## src/rtl/id_ex_stage.sv

```systemverilog
// ID/EX pipeline register with load-use hazard detection, local bubble
// insertion on load-use or branch flush, and a saturating bubble counter.
module id_ex_stage #(
  parameter int DATA_W     = 64,
  parameter int REG_ADDR_W = 5,
  parameter int CNT_W      = 16
) (
  input  logic                  clk,
  input  logic                  reset,
  input  logic                  flush,
  input  logic                  branch_in,
  input  logic                  memread_in,
  input  logic                  memtoreg_in,
  input  logic                  memwrite_in,
  input  logic                  alusrc_in,
  input  logic                  regwrite_in,
  input  logic [1:0]            aluop_in,
  input  logic [DATA_W-1:0]     pc_in,
  input  logic [DATA_W-1:0]     rd1_in,
  input  logic [DATA_W-1:0]     rd2_in,
  input  logic [DATA_W-1:0]     imm_in,
  input  logic [3:0]            funct_in,
  input  logic [REG_ADDR_W-1:0] rs1_in,
  input  logic [REG_ADDR_W-1:0] rs2_in,
  input  logic [REG_ADDR_W-1:0] rd_in,
  output logic                  branch_out,
  output logic                  memread_out,
  output logic                  memtoreg_out,
  output logic                  memwrite_out,
  output logic                  alusrc_out,
  output logic                  regwrite_out,
  output logic [1:0]            aluop_out,
  output logic [DATA_W-1:0]     pc_out,
  output logic [DATA_W-1:0]     rd1_out,
  output logic [DATA_W-1:0]     rd2_out,
  output logic [DATA_W-1:0]     imm_out,
  output logic [3:0]            funct_out,
  output logic [REG_ADDR_W-1:0] rs1_out,
  output logic [REG_ADDR_W-1:0] rs2_out,
  output logic [REG_ADDR_W-1:0] rd_out,
  output logic                  pc_write,
  output logic                  ifid_write,
  output logic                  idex_control_mux,
  output logic [CNT_W-1:0]      bubble_count
);

  localparam logic [CNT_W-1:0] CNT_MAX = '1;

  logic hazard;
  logic go;

  // x0 is never a real producer, so a load to x0 must not stall.
  assign hazard = memread_out && (rd_out != '0) &&
                  ((rd_out == rs1_in) || (rd_out == rs2_in));

  // A flush overrides the stall so the redirect target can load.
  assign go               = flush | ~hazard;
  assign pc_write         = go;
  assign ifid_write       = go;
  assign idex_control_mux = go;

  always_ff @(posedge clk) begin
    if (!reset) begin
      branch_out   <= 1'b0;
      memread_out  <= 1'b0;
      memtoreg_out <= 1'b0;
      memwrite_out <= 1'b0;
      alusrc_out   <= 1'b0;
      regwrite_out <= 1'b0;
      aluop_out    <= '0;
      pc_out       <= '0;
      rd1_out      <= '0;
      rd2_out      <= '0;
      imm_out      <= '0;
      funct_out    <= '0;
      rs1_out      <= '0;
      rs2_out      <= '0;
      rd_out       <= '0;
      bubble_count <= '0;
    end else if (flush || hazard) begin
      // Bubble is zeroed here rather than trusting the control-unit mux.
      branch_out   <= 1'b0;
      memread_out  <= 1'b0;
      memtoreg_out <= 1'b0;
      memwrite_out <= 1'b0;
      alusrc_out   <= 1'b0;
      regwrite_out <= 1'b0;
      aluop_out    <= '0;
      pc_out       <= '0;
      rd1_out      <= '0;
      rd2_out      <= '0;
      imm_out      <= '0;
      funct_out    <= '0;
      rs1_out      <= '0;
      rs2_out      <= '0;
      rd_out       <= '0;
      if (!flush && (bubble_count != CNT_MAX))
        bubble_count <= bubble_count + CNT_W'(1);
    end else begin
      branch_out   <= branch_in;
      memread_out  <= memread_in;
      memtoreg_out <= memtoreg_in;
      memwrite_out <= memwrite_in;
      alusrc_out   <= alusrc_in;
      regwrite_out <= regwrite_in;
      aluop_out    <= aluop_in;
      pc_out       <= pc_in;
      rd1_out      <= rd1_in;
      rd2_out      <= rd2_in;
      imm_out      <= imm_in;
      funct_out    <= funct_in;
      rs1_out      <= rs1_in;
      rs2_out      <= rs2_in;
      rd_out       <= rd_in;
    end
  end

endmodule

```

## config.mk

```make
export PLATFORM = sky130hd
export DESIGN_NAME = id_ex_stage
export DESIGN_NICKNAME = d
export VERILOG_FILES = /design/src/rtl/id_ex_stage.sv
export SDC_FILE = /design/constraint.sdc
export NUM_CORES = 1
export LEC_CHECK = 0
export BUFFER_PORTS_ARGS = -buffer_cell sky130_fd_sc_hd__buf_4
export CAP_MARGIN = 10
export CORE_AREA = 5 5 225 227
export DETAILED_ROUTE_END_ITERATION = 12
export DIE_AREA = 0 0 230 232
export GPL_TIMING_DRIVEN = 0
export PLACE_DENSITY = 0.48
export SYNTH_ARGS = -nofsm -noshare
export SYNTH_HDL_FRONTEND = slang
export SYNTH_SLANG_ARGS = --single-unit
export TNS_END_PERCENT = 20
```

## constraint.sdc

```tcl
create_clock -name clk -period 4.3 [get_ports clk]
set_input_delay 0.86 -clock clk [delete_from_list [all_inputs] [get_ports clk]]
set_output_delay 0.86 -clock clk [all_outputs]
set_load 0.01 [all_outputs]
```

# Word-level counts from Yosys, hierarchy flattened
# Index checks and enable logic that the tools add are counted.
[totals]
reg_bits = 299
input_bits = 286
output_inout_bits = 302
word_cells = 32
[op_classes]
addsub = 1
n_eq_ne = 3
bitwise = 3
n_reduce_logical = 9
[ops]
columns = ["operator", "n"]
rows = [
  ["adder 16 x 1 -> 16 bit, second input constant", 1],
  ["!= test 16 bit, second input constant", 1],
  ["equality test 5 bit", 2],
  ["nonzero test 5 bit", 1],
  ["logical AND 1 bit", 3],
  ["logical OR 1 bit", 2],
  ["NOT 1 bit", 2],
  ["AND reduction 2 bit", 1],
  ["OR reduction 2 bit", 1],
  ["logical NOT 1 bit", 1],
  ["bitwise OR 1 bit", 1],
]

# Depth between registers and ports, before layout
[logic_depth]
depth_word = 5
depth_mapped = 7
depth_no_buf = 6

# Least setup slack after synthesis
# Ideal clock, no wire load.
[synth_path]
path_type = "input-to-output"
startpoint = "in rs2_in[4]"
endpoint = "out ifid_write"
t_arrival_ps = 1793
required_time_ps = 3440
setup_slack_ps = 1647
path_stages = 5
n_path_buf = 1
path_cell_list = "xnor2_1 nand3_1 o22ai_1 nand3_1 buf_4"
[synth_between]
elab_chain_cells = 5
[synth_rtl]
columns = ["item", "line_no", "text"]
rows = [
  ["start, declared", "24", "input logic [REG_ADDR_W-1:0] rs2_in,"],
  ["equality test 5 bit", "54", "((rd_out == rs1_in) || (rd_out == rs2_in));"],
  ["logical OR 1 bit", "54", ""],
  ["logical AND 1 bit", "53", "assign hazard = memread_out && (rd_out != '0) &&"],
  ["NOT 1 bit", "57", "assign go = flush | ~hazard;"],
  ["bitwise OR 1 bit", "57", ""],
  ["end, declared", "42", "output logic ifid_write,"],
]
# Every way passes these cells.

# Worst setup path after layout
[layout_path]
startpoint = "in rs2_in[2]"
endpoint = "out pc_write"
[layout_between]
elab_chain_cells = 5
[layout_rtl]
columns = ["item", "line_no", "text"]
rows = [
  ["equality test 5 bit", "54", ""],
  ["logical OR 1 bit", "54", ""],
  ["logical AND 1 bit", "53", ""],
  ["NOT 1 bit", "57", ""],
  ["bitwise OR 1 bit", "57", ""],
  ["end, declared", "41", "output logic pc_write,"],
]
# Every way passes these cells.

==> out/summary.txt <==
status -> finished, final reports clean
Clock transition at path regs -> 0.05 ns
Max FO, Critical Path -> 3
vias in the first global route -> 7688
Setup violations, final -> 0
largest net degree at the start of global routing -> 13
Core Rows -> 81
clock skew -> 0.0189 ns
post-route ant nets -> 0
worst hold slack -> 0.498 ns
Synth top cells by count -> dfxtp_1, and2_1, and2_2, clkbuf_2, nand2_1
1st-iter DRT viols -> 131
CTS tree -> yes
final hold viol count -> 0
GRT overflow -> 0
total setup buffers inserted after CTS -> 0
Arr. time, crit path -> 2.23 ns
most common cell in the synthesized netlist -> dfxtp_1
Seq cells post-synth -> 299
final RePlAce weighted congestion -> 0.796
Die H -> 232 µm
latest clock arrival within the worst-skew pair -> 0.53 ns
die footprint -> 53400 µm²
post-synthesis async set-or-reset flop share -> 0
Port Buffers -> 587
post-synth cell types -> 38
worst vdd ir -> 0.238 mV
max_cap viols -> 0
worst stage delay on the critical path -> 0.35 ns
Synth Instances -> 728
initial antenna violation count -> 2
worst hold start -> bubble_count[7]
syn avg cell area -> 12.1 µm²
slowest CP cell -> o22ai_1
final core occ -> 0.313
H-tree levels -> 2
Reg2Reg Depth -> 7
yosys warns -> 0
worst path required time -> 3.44 ns
Setup TNS Final -> 0 ns
I/O pin count -> 588
Slew Limit Fails -> 0
reg2reg end -> imm_out[2]
pwr dens -> 422 nW/µm²
post-synth top area share -> 0.677
RSZ-0062 raised after global routing -> false
WL/cell -> 17.7 µm
fmax -> 324 MHz
Worst slew margin -> 0.671
area grow syn2layout -> 71.2%
Reg2Reg Setup Slack -> 1.99 ns
Die W -> 230 µm
Mapped Area -> 8840 µm²
# clock sinks -> 299
worst path cell trace -> buf_4 > xnor2_1 > nand2_1 > o22ai_1 > nand3_1 > buf_4 > buf_4
cts repair resizes -> 0
Slew @ Worst Pin -> 0.494 ns
Vias -> 7173
Ant. Diodes -> 0
buffer depth of the longest clock path -> 3
DRC -> 0
root buf cell -> clkbuf_16
FF-to-FF Start -> rd_out[1]
register area share after synthesis -> 0.677
Num CTS Buffers -> 35
drt total wl -> 35.2 mm
Placed Area -> 14000 µm²
endpoint class of the critical path -> output port
final worst path period share -> 0.718
most frequent CP cell -> buf_4
hold path endpoint -> bubble_count[7]
top_reg_cell synth -> dfxtp_1
post-route cell area -> 15100 µm²
type of the tightest min-delay check -> reg2reg
Pleak -> 7.18 nW
Tmin final -> 3.09 ns
Pre-Repair DR Iteration Count -> 4
Final #Nets -> 1639
Worst Hold Path Cells -> 2
cell accounting for the most synthesized area -> dfxtp_1
Tot GR Track Use -> 0.124
cts hold-fix bufs -> 0
WS Path Type -> in2out
Initial Util -> 0.183
layout cells sized above 1 -> 0.583
first-pass GRT wire length -> 49.7 mm
core footprint -> 48400 µm²
syn nets -> 1015
number of synthesized flops with an enable pin -> 0
vias per cell -> 3.60
largest cells by area after synthesis -> dfxtp_1, and2_1, and2_2
HPWL after DPL -> 28.8 mm
startpoint types -> primary input
through the flow:
step / setup slack (ns) / std cells / power, mW
2_1_floorplan: 1.65 / 728 / 3.15
3_3_place_gp: 1.19 / 1937 / 3.59
3_5_place_dp: 1.20 / 1937 / 3.59
4_1_cts: 1.19 / 1995 / 6.53
5_1_grt: 1.03 / 1995 / 6.67
6_report: 1.21 / 1995 / 6.39
registers in the layout, indices dropped and copies added (netlist names):
signal	flops
memtoreg_out	1
rd1_out	64
rd_out	5
branch_out	1
bubble_count	16
rs1_out	5
pc_out	64
memread_out	1
alusrc_out	1
rs2_out	5
aluop_out	2
funct_out	4
rd2_out	64
regwrite_out	1
memwrite_out	1
imm_out	64
placed cells by master, fill, tap and decap left out, drive strengths merged, types with 2 or more instances in the layout:
cell | netlist | routed
bufinv | 0 | 2
xnor2 | 10 | 10
nor3 | 3 | 3
nand2 | 21 | 21
nor4 | 3 | 3
clkinv | 0 | 7
a21boi | 5 | 5
mux2i | 9 | 9
inv | 1 | 2
nand2b | 8 | 8
and2 | 283 | 283
buf | 7 | 594
o21a | 3 | 3
nand3 | 8 | 8
o31ai | 3 | 3
nor3b | 2 | 2
or4 | 4 | 4
nand4 | 5 | 5
clkinvlp | 0 | 2
or3 | 2 | 2
nor2 | 3 | 3
o21ai | 2 | 2
clkbuf | 31 | 77
and3 | 2 | 2
dfxtp | 299 | 299
and4 | 3 | 3
o31a | 2 | 2
how the worst max path moves through the flow:
stage          startpoint          to  slack [ns]
2_1_floorplan   rs2_in[4]  ifid_write        1.65
6_report        rs2_in[2]    pc_write        1.21
3_3_place_gp    rs2_in[2]    pc_write        1.19
4_1_cts         rs2_in[2]  ifid_write        1.19
3_5_place_dp    rs2_in[2]  ifid_write        1.20
5_1_grt         rd_out[3]    pc_write        1.03
cell type report:
type | instances | area, µm²
well taps | 622 | 778
fillers | 5097 | 33300
plain buffers | 38 | 215
repair buffers | 587 | 4410
multi-input cells | 390 | 2640
clock inverters | 12 | 134
inverters | 1 | 3.75
flip-flops and latches | 299 | 5990
clock buffers | 46 | 978
cell families after synthesis:
group | Yosys count | synth area share
AND/OR/NAND/NOR | 349 | 0.259
flip-flops | 299 | 0.677
buffers and inverters | 39 | 0.0248
AO/OA/AOI/OAI | 21 | 0.0184
XOR/XNOR | 10 | 0.00990
multiplexers | 9 | 0.0102
adder cells (fa/ha/maj) | 1 | 0.00141
layer usage:
metal / vias up / GRT usage / share of wire
met5: - / 0 / 0.00037
met4: 2 / 0.0325 / 0.022
met3: 46 / 0.0614 / 0.11
met2: 354 / 0.230 / 0.52
met1: 3245 / 0.124 / 0.35
li1: 3526 / - / -
critical path, delay by kind of cell:
kind / cells / cell delay, ns
XOR/XNOR: 1 / 0.18
AND/OR/NAND/NOR: 2 / 0.38
buffers and inverters: 3 / 0.45
AO/OA/AOI/OAI: 1 / 0.35
power by group:
| group | internal, mW | switching, mW |
|---|---|---|
| clock network | 1.72 | 1.16 |
| registers | 2.88 | 0.0328 |
| logic | 0.368 | 0.231 |
| total | 4.97 | 1.42 |
No activity file was read; power rests on OpenSTA's default activity.
